[config.mk]
export PLATFORM = sky130hd
export DESIGN_NAME = mm_scheduler_flat
export DESIGN_NICKNAME = d
export VERILOG_FILES = /design/src/rtl/mm_scheduler_if.sv /design/src/rtl/mm_scheduler.sv /design/src/flat_wrapper.sv
export SDC_FILE = /design/constraint.sdc
export NUM_CORES = 1
export LEC_CHECK = 0
export CAP_MARGIN = 5
export CORE_MARGIN = 4
export CORE_UTILIZATION = 50
export CTS_BUF_LIST = sky130_fd_sc_hd__clkbuf_4
export DETAILED_ROUTE_END_ITERATION = 7
export HOLD_SLACK_MARGIN = 0.12
export PLACE_DENSITY = 0.88
export SYNTH_ARGS = -nofsm -noshare
export SYNTH_HDL_FRONTEND = slang
export SYNTH_SLANG_ARGS = --single-unit
[constraint.sdc]
create_clock -name clk_in -period 7.2 [get_ports clk_in]
set_clock_uncertainty 0.1 [all_clocks]
set_input_delay 2.16 -clock clk_in [delete_from_list [all_inputs] [get_ports clk_in]]
set_output_delay 2.16 -clock clk_in [all_outputs]
set_load 0.05 [all_outputs]
[src/rtl/mm_scheduler_if.sv]
// rtl/mm_scheduler_if.sv - Bus bundle between mm_scheduler, key RAMs, mm datapath and accumulator
// master = scheduler side, slave = memories/datapath side.
interface mm_scheduler_if;
  logic        start;
  logic        busy;
  logic        done;
  logic [7:0]  pk_addr;
  logic [23:0] pk_rdata;
  logic [7:0]  sk_addr;
  logic [3:0]  sk_rdata;
  logic        mm_A_valid;
  logic [9:0]  mm_A_idx;
  logic [23:0] mm_pk_A;
  logic        mm_s_valid;
  logic [9:0]  mm_s_idx;
  logic [3:0]  mm_sk_s;
  logic        mm_B_ready;
  logic        mm_B_valid;
  logic [9:0]  mm_idx_B;
  logic [41:0] mm_B_out;
  logic [8:0]  acc_addr;
  logic [23:0] acc_rdata;
  logic [23:0] acc_wdata;
  logic        acc_we;

  modport master (
    input  start, pk_rdata, sk_rdata, mm_B_valid, mm_idx_B, mm_B_out, acc_rdata,
    output busy, done, pk_addr, sk_addr, mm_A_valid, mm_A_idx, mm_pk_A,
           mm_s_valid, mm_s_idx, mm_sk_s, mm_B_ready, acc_addr, acc_wdata, acc_we
  );

  modport slave (
    output start, pk_rdata, sk_rdata, mm_B_valid, mm_idx_B, mm_B_out, acc_rdata,
    input  busy, done, pk_addr, sk_addr, mm_A_valid, mm_A_idx, mm_pk_A,
           mm_s_valid, mm_s_idx, mm_sk_s, mm_B_ready, acc_addr, acc_wdata, acc_we
  );
endinterface

[src/rtl/mm_scheduler.sv]
// rtl/mm_scheduler.sv - Schedules chunked A*s polynomial product through the mm datapath
// Outer loop over s chunks j, inner over A chunks i; a 3-coeff carry window folds partial products.
module mm_scheduler #(
  parameter int DEPTH = 784
) (
  input logic            clk_in,
  input logic            rst_in,
  mm_scheduler_if.master bus
);
  localparam int         N          = DEPTH / 4;
  localparam logic [7:0] LAST_CHUNK = 8'(N - 1);
  localparam logic [8:0] N_CHUNKS   = 9'(N);

  typedef enum logic [2:0] {
    S_IDLE, S_LOAD_S, S_FETCH_A, S_ISSUE, S_WAIT_B, S_ACC_WR, S_FLUSH, S_DONE
  } state_t;

  state_t      state_q, state_d;
  logic [7:0]  i_q, i_d;
  logic [7:0]  j_q, j_d;
  logic [3:0]  s_q, s_d;
  logic [17:0] c_q, c_d;
  logic [23:0] l_q, l_d;

  logic [8:0]  ij_sum;
  logic [9:0]  b_idx_exp;

  function automatic logic [23:0] add_coeffs(input logic [23:0] x, input logic [23:0] y);
    logic [23:0] r;
    r = '0;
    for (int k = 0; k < 4; k++) begin
      r[6*k +: 6] = x[6*k +: 6] + y[6*k +: 6];
    end
    return r;
  endfunction

  assign ij_sum    = {1'b0, i_q} + {1'b0, j_q};
  // Index field is 10 bits wide; the match uses the low bits of 4*(i+j).
  assign b_idx_exp = {ij_sum[7:0], 2'b00};

  always_ff @(posedge clk_in or negedge rst_in) begin
    if (!rst_in) begin
      state_q <= S_IDLE;
      i_q     <= '0;
      j_q     <= '0;
      s_q     <= '0;
      c_q     <= '0;
      l_q     <= '0;
    end else begin
      state_q <= state_d;
      i_q     <= i_d;
      j_q     <= j_d;
      s_q     <= s_d;
      c_q     <= c_d;
      l_q     <= l_d;
    end
  end

  always_comb begin
    state_d        = state_q;
    i_d            = i_q;
    j_d            = j_q;
    s_d            = s_q;
    c_d            = c_q;
    l_d            = l_q;
    bus.busy       = (state_q != S_IDLE) && (state_q != S_DONE);
    bus.done       = 1'b0;
    bus.pk_addr    = '0;
    bus.sk_addr    = '0;
    bus.mm_A_valid = 1'b0;
    bus.mm_A_idx   = '0;
    bus.mm_pk_A    = '0;
    bus.mm_s_valid = 1'b0;
    bus.mm_s_idx   = '0;
    bus.mm_sk_s    = '0;
    bus.mm_B_ready = 1'b0;
    bus.acc_addr   = '0;
    bus.acc_wdata  = '0;
    bus.acc_we     = 1'b0;

    case (state_q)
      S_IDLE: begin
        if (bus.start) begin
          j_d     = '0;
          state_d = S_LOAD_S;
        end
      end
      S_LOAD_S: begin
        bus.sk_addr = j_q;
        c_d         = '0;
        i_d         = '0;
        state_d     = S_FETCH_A;
      end
      S_FETCH_A: begin
        if (i_q == '0) s_d = bus.sk_rdata;
        bus.pk_addr = i_q;
        state_d     = S_ISSUE;
      end
      S_ISSUE: begin
        bus.mm_A_valid = 1'b1;
        bus.mm_A_idx   = {i_q, 2'b00};
        bus.mm_pk_A    = bus.pk_rdata;
        bus.mm_s_valid = 1'b1;
        bus.mm_s_idx   = {j_q, 2'b00};
        bus.mm_sk_s    = s_q;
        bus.acc_addr   = ij_sum;
        state_d        = S_WAIT_B;
      end
      S_WAIT_B: begin
        bus.mm_B_ready = 1'b1;
        bus.acc_addr   = ij_sum;
        // A sticky valid carrying an older index must not be consumed.
        if (bus.mm_B_valid && (bus.mm_idx_B == b_idx_exp)) begin
          l_d     = add_coeffs({6'd0, c_q}, bus.mm_B_out[23:0]);
          c_d     = bus.mm_B_out[41:24];
          state_d = S_ACC_WR;
        end
      end
      S_ACC_WR: begin
        bus.acc_we    = 1'b1;
        bus.acc_addr  = ij_sum;
        bus.acc_wdata = (j_q == '0) ? l_q : add_coeffs(bus.acc_rdata, l_q);
        if (i_q == LAST_CHUNK) begin
          state_d = S_FLUSH;
        end else begin
          i_d     = i_q + 8'd1;
          state_d = S_FETCH_A;
        end
      end
      S_FLUSH: begin
        bus.acc_we    = 1'b1;
        bus.acc_addr  = {1'b0, j_q} + N_CHUNKS;
        bus.acc_wdata = {6'd0, c_q};
        if (j_q == LAST_CHUNK) begin
          state_d = S_DONE;
        end else begin
          j_d     = j_q + 8'd1;
          state_d = S_LOAD_S;
        end
      end
      S_DONE: begin
        bus.done = 1'b1;
        state_d  = S_IDLE;
      end
      default: state_d = S_IDLE;
    endcase
  end
endmodule

[src/flat_wrapper.sv]
// flat-port wrapper written by rule: the top's interface ports become plain ports
module mm_scheduler_flat 
#(
  parameter int DEPTH = 784
)
  (clk_in, rst_in, bus_start, bus_pk_rdata, bus_sk_rdata, bus_mm_B_valid, bus_mm_idx_B, bus_mm_B_out, bus_acc_rdata, bus_busy, bus_done, bus_pk_addr, bus_sk_addr, bus_mm_A_valid, bus_mm_A_idx, bus_mm_pk_A, bus_mm_s_valid, bus_mm_s_idx, bus_mm_sk_s, bus_mm_B_ready, bus_acc_addr, bus_acc_wdata, bus_acc_we);
  mm_scheduler_if bus_i ();
  input logic clk_in;
  input logic rst_in;
  input wire logic [$bits(bus_i.start)-1:0] bus_start;
  input wire logic [$bits(bus_i.pk_rdata)-1:0] bus_pk_rdata;
  input wire logic [$bits(bus_i.sk_rdata)-1:0] bus_sk_rdata;
  input wire logic [$bits(bus_i.mm_B_valid)-1:0] bus_mm_B_valid;
  input wire logic [$bits(bus_i.mm_idx_B)-1:0] bus_mm_idx_B;
  input wire logic [$bits(bus_i.mm_B_out)-1:0] bus_mm_B_out;
  input wire logic [$bits(bus_i.acc_rdata)-1:0] bus_acc_rdata;
  output wire logic [$bits(bus_i.busy)-1:0] bus_busy;
  output wire logic [$bits(bus_i.done)-1:0] bus_done;
  output wire logic [$bits(bus_i.pk_addr)-1:0] bus_pk_addr;
  output wire logic [$bits(bus_i.sk_addr)-1:0] bus_sk_addr;
  output wire logic [$bits(bus_i.mm_A_valid)-1:0] bus_mm_A_valid;
  output wire logic [$bits(bus_i.mm_A_idx)-1:0] bus_mm_A_idx;
  output wire logic [$bits(bus_i.mm_pk_A)-1:0] bus_mm_pk_A;
  output wire logic [$bits(bus_i.mm_s_valid)-1:0] bus_mm_s_valid;
  output wire logic [$bits(bus_i.mm_s_idx)-1:0] bus_mm_s_idx;
  output wire logic [$bits(bus_i.mm_sk_s)-1:0] bus_mm_sk_s;
  output wire logic [$bits(bus_i.mm_B_ready)-1:0] bus_mm_B_ready;
  output wire logic [$bits(bus_i.acc_addr)-1:0] bus_acc_addr;
  output wire logic [$bits(bus_i.acc_wdata)-1:0] bus_acc_wdata;
  output wire logic [$bits(bus_i.acc_we)-1:0] bus_acc_we;
  assign bus_i.start = bus_start;
  assign bus_i.pk_rdata = bus_pk_rdata;
  assign bus_i.sk_rdata = bus_sk_rdata;
  assign bus_i.mm_B_valid = bus_mm_B_valid;
  assign bus_i.mm_idx_B = bus_mm_idx_B;
  assign bus_i.mm_B_out = bus_mm_B_out;
  assign bus_i.acc_rdata = bus_acc_rdata;
  assign bus_busy = bus_i.busy;
  assign bus_done = bus_i.done;
  assign bus_pk_addr = bus_i.pk_addr;
  assign bus_sk_addr = bus_i.sk_addr;
  assign bus_mm_A_valid = bus_i.mm_A_valid;
  assign bus_mm_A_idx = bus_i.mm_A_idx;
  assign bus_mm_pk_A = bus_i.mm_pk_A;
  assign bus_mm_s_valid = bus_i.mm_s_valid;
  assign bus_mm_s_idx = bus_i.mm_s_idx;
  assign bus_mm_sk_s = bus_i.mm_sk_s;
  assign bus_mm_B_ready = bus_i.mm_B_ready;
  assign bus_acc_addr = bus_i.acc_addr;
  assign bus_acc_wdata = bus_i.acc_wdata;
  assign bus_acc_we = bus_i.acc_we;
  mm_scheduler #(.DEPTH(DEPTH)) u_core (.clk_in(clk_in), .rst_in(rst_in), .bus(bus_i));
endmodule
======== Word level (Yosys, flattened, before mapping) ========
Index checks and enable logic that the tools add are counted.
storage, ports and cells
  bits in registers ....................... 65
  output and inout bits ................... 103
cells by class
  multiplexer cells ....................... 25
  reduce and logical (&&, ||, !) cells .... 17
  add/sub/neg operators ................... 11
  equal/unequal tests ..................... 15
operator list
  kind                 number
  $mux 24              2
  $pmux 24 s2          1
  $add 6x6->6          7
  $mux 8               5
  $pmux 18 s2          1
  $pmux 8 s2           2
  $pmux 3 s8           1
  $mux 10              2
  $mux 18              1
  $pmux 9 s2           1
  $add 8x1->8 const B  2
  $eq 8x8->1 const B   2
  $logic_not 8->1      2
  $eq 3x3->1 const B   4
  $mux 3               4
  $eq 10x10->1         1
  $reduce_and 2->1     5
  $add 8x8->9          1
  $add 8x8->9 const B  1
  $eq 3x2->1 const B   2
  $ne 2x2->1 const B   3
  $reduce_bool 2->1    3
  $mux 1               4
  $mux 4               1
  other kinds (9)      10

======== Longest topological paths before layout ========
  depth in word-level cells ............... 5
  gate-level depth with buffers ........... 10
  gate-level depth less buffers ........... 10

======== Worst setup path after synthesis ========
Ideal clock, no wire load.
  path type ............................... input -> output
  start point ............................. input bus_acc_rdata[0]
  end point ............................... output bus_acc_wdata[4]
  stages on the path ...................... 10
  slack ................................... 0.628 ns
  arrival ................................. 4.312 ns
  data required time ...................... 4.940 ns
  buffers on the path ..................... 0
  cell sequence ........................... ha_1 > inv_1 > fa_1 > inv_1 > a21o_1 > a21oi_1 > xor2_1 > nor2_1 > a21oi_1 > o21ai_0
between the ends
  longest elaborated chain between the ends .. 3
ends and longest elaborated chain
  element             line                 source
  start: declaration  flat_wrapper.sv:16   input wire logic [$bits(bus_i.acc_rdata)-1:0] bus_acc_rdata;
  $add 6x6->6         mm_scheduler.sv:32   r[6*k +: 6] = x[6*k +: 6] + y[6*k +: 6];
  $mux 24             mm_scheduler.sv:122  bus.acc_wdata = (j_q == '0) ? l_q : add_coeffs(bus.acc_rdata, l_q);
  $pmux 24 s2         mm_scheduler.sv:81   case (state_q)
  end: declaration    flat_wrapper.sv:29   output wire logic [$bits(bus_i.acc_wdata)-1:0] bus_acc_wdata;
No other way between the ends.

======== Final worst setup path ========
  start point ............................. input bus_acc_rdata[0]
  end point ............................... output bus_acc_wdata[2]
Same word-level chain as after synthesis.

==> flow_summary.json <==
{
  "arrival_ps": 4640,
  "synth_seq_cells": 65,
  "grt_usage": 0.2563,
  "viasPerCell": 5.609,
  "r2r_setup_slack_ps": 3420,
  "vias": 5648,
  "synth_cell_types": 48,
  "detail_route.wl_per_cell_um": 17.48,
  "min_to": "u_core.s_q[1]",
  "cp_top_family": "buffers and inverters",
  "vdd_drop_max_v": 0.0001926,
  "drt_pass1_iterations": 5,
  "cp-end-kind": "output pin",
  "pin_count": 211,
  "cp_max_fo": 2,
  "io_buffer_count": 206,
  "area_growth_pct": 38.59,
  "grt_pass1_wl_um": 27170,
  "cts_resized": 0,
  "seqCellArea_sq_mm": 0.001627,
  "utilization": 0.7051,
  "async_flop_share": 1.000,
  "die_area_sq_mm": 0.01335,
  "globalRoute.totalOverflow": 0,
  "p_per_area_mw_per_mm2": 200.6,
  "finalSetupViolations": 0,
  "hold_class": "flip-flop to flip-flop",
  "max_cap_violations": 0,
  "critPathSlowestCell": "clkdlybuf4s50_1",
  "netlist_instances": 672,
  "tightest_slew_ps": 1067,
  "max-slew-margin-rel": 0.2869,
  "antenna_found_initial": 1,
  "core_sq_mm": 0.01137,
  "syn_area_sq_mm": 0.005784,
  "worstSetupPathType": "input pin to output pin",
  "die_w_um": 115.6,
  "clkTransAtPathRegs_ps": 120,
  "fillers": 904,
  "synthFlopType": "dfrtp_1",
  "clk_path_buf_depth": 2,
  "rsz0062_at_grt": "no",
  "cts_sinks": 65,
  "required_ps": 4940,
  "dpl_cell_area_sq_mm": 0.007875,
  "numCtsBuffers": 9,
  "ant_nets": 0,
  "grt_pass1_vias": 5555,
  "crit_path_start_kind": "input pin",
  "wl_um": 17600,
  "reg2reg_depth": 9,
  "hpwl_um": 13600,
  "timing.rr.start": "u_core.j_q[4]",
  "worstPathCellList": "clkdlybuf4s50_1 -> ha_1 -> inv_1 -> fa_1 -> xor2_1 -> nor2_1 -> a21oi_1 -> o21ai_0 -> clkdlybuf4s50_1",
  "cts-root-buf": "clkbuf_4",
  "fin_nets": 1023,
  "insertion_delay_ps": 410,
  "grt_max_degree": 66,
  "fin_setup_tns_ps": 0,
  "post-cts-setup-buffer-count": 0,
  "fmax_ghz": 0.1449,
  "syn_area_per_cell_sq_um": 8.608,
  "row_count": 39,
  "cts_tree": "done",
  "cp_num_buf_inv": 3,
  "status": "completed",
  "worstHoldPathCells": 1,
  "power.static_leakage_nw": 3.786,
  "r2r-end": "u_core.l_q[6]",
  "cpPeakStageDelay_ps": 850,
  "ys_warn_count": 0,
  "fin_crit_sh": 0.9586,
  "critical_path.most_common_cell": "clkdlybuf4s50_1",
  "gp_congestion": 0.9194,
  "hold_viol_final": 0,
  "drt_iter0_markers": 387,
  "min_period_ps": 6902,
  "cts_hold_buf": 0,
  "die_height_um": 115.6,
  "min_from": "u_core.s_q[1]",
  "synth_edf_count": 0,
  "multi_input_area_sq_mm": 0.003771,
  "fin_area_sq_mm": 0.008016,
  "htree_levels": 3,
  "drive_above_1_share": 0.06837,
  "slew_viol_final": 0,
  "drc": 0,
  "initial_utilization": 0.5087,
  "seq_area_frac_synth": 0.2812
}
[worst max path at each step]
stage / slack [ps] / startpoint / to / depth (start not counted)
after detailed placement: 350 / bus_acc_rdata[0] / bus_acc_wdata[2] / 9
final: 300 / bus_acc_rdata[0] / bus_acc_wdata[2] / 9
after CTS: 320 / bus_acc_rdata[0] / bus_acc_wdata[2] / 9
after floorplan: 630 / bus_acc_rdata[0] / bus_acc_wdata[4] / 10
after global routing: 150 / bus_acc_rdata[1] / bus_acc_wdata[3] / 9
after global placement: 390 / bus_acc_rdata[12] / bus_acc_wdata[14] / 9
[cell usage after synthesis (23+ instances only)]
master | instances | area, sq um
xor2_1 | 26 | 227.7
inv_1 | 61 | 229.0
mux2_2 | 25 | 281.5
nor2_1 | 44 | 165.2
o21ai_0 | 29 | 145.1
mux2i_1 | 25 | 250.2
a21oi_1 | 50 | 250.2
a21o_1 | 23 | 172.7
ha_1 | 49 | 613.1
and2_1 | 50 | 312.8
xnor2_1 | 23 | 201.4
dfrtp_1 | 65 | 1627
clkbuf_1 | 26 | 97.59
nand2_1 | 53 | 198.9
[power breakdown]
| part | total, W | internal [W] | leakage (nW) | switching (W) |
|---|---|---|---|---|
| clock | 0.000249 | 0.000105 | 0.0679 | 0.000144 |
| sequential | 0.000462 | 0.000394 | 0.877 | 0.0000678 |
| combinational | 0.000897 | 0.000308 | 2.84 | 0.000589 |
| total | 0.00161 | 0.000807 | 3.79 | 0.000801 |
[layout by cell type (no fill, tap or decap), drive strengths merged, types with 2 or more instances in the layout]
master,n
nand3,10
clkbuf,9
a211oi,3
o211a,2
and4b,3
xnor3,4
clkdlybuf4s50,196
nor2b,4
buf,13
a21o,23
xnor2,23
or3,6
nor4,4
and2,50
a21oi,50
nor2,44
clkinv,3
nor3,14
mux2i,25
ha,49
o21bai,4
fa,8
dfrtp,65
mux2,25
and3,8
nand4,7
nand2b,3
o21ai,29
o22ai,8
nor4b,3
a22oi,3
xor2,26
nand2,53
clkinvlp,3
a32oi,3
or4,3
conb,4
inv,61
[per-stage QoR]
stage	hold slack [ps]	instances	setup slack, ps	power [W]
after floorplan	370.5	675	627.6	0.001059
after global placement	383.1	990	387.7	0.001337
after detailed placement	392.9	990	352.8	0.001360
after CTS	420.3	1006	322.1	0.001609
after global routing	440.2	1007	147.7	0.001699
final	416.9	1007	297.9	0.001608
[area by class of cell]
type | instances | share of cell area
inverters | 61 | 0.02856
clock buffers | 9 | 0.008428
flip-flops and latches | 65 | 0.2029
diodes | 1 | 0.0003122
repair buffers | 209 | 0.2582
well taps | 143 | 0.02232
clock inverters | 7 | 0.008897
multi-input cells | 512 | 0.4704
[cell families after synthesis]
| family | after synthesis | synth area share |
|---|---|---|
| AOI/OAI and AO/OA | 134 | 0.1423 |
| adders and majority gates | 57 | 0.1337 |
| other | 1 | 0.0006483 |
| xor gates and xnor gates | 53 | 0.08977 |
| muxes | 50 | 0.09193 |
| buffers and inverters | 98 | 0.06943 |
| DFF | 65 | 0.2812 |
| and+or+nand+nor | 214 | 0.1910 |
[routing by layer]
layer / track usage / part of all wire / vias to the layer above
met2: 0.4429 / 0.51 / 221
met1: 0.3173 / 0.40 / 2734
met5: 0 / 0 / -
met3: 0.04909 / 0.065 / 28
li1: - / - / 2665
met4: 0.09781 / 0.023 / 0
[registers in the layout (all words and copies together), names as in the netlist]
| name | count |
|---|---|
| u_core.c_q | 18 |
| u_core.i_q | 8 |
| u_core.j_q | 8 |
| u_core.l_q | 24 |
| u_core.s_q | 4 |
| u_core.state_q | 3 |
No activity file was read; power rests on OpenSTA's default activity.
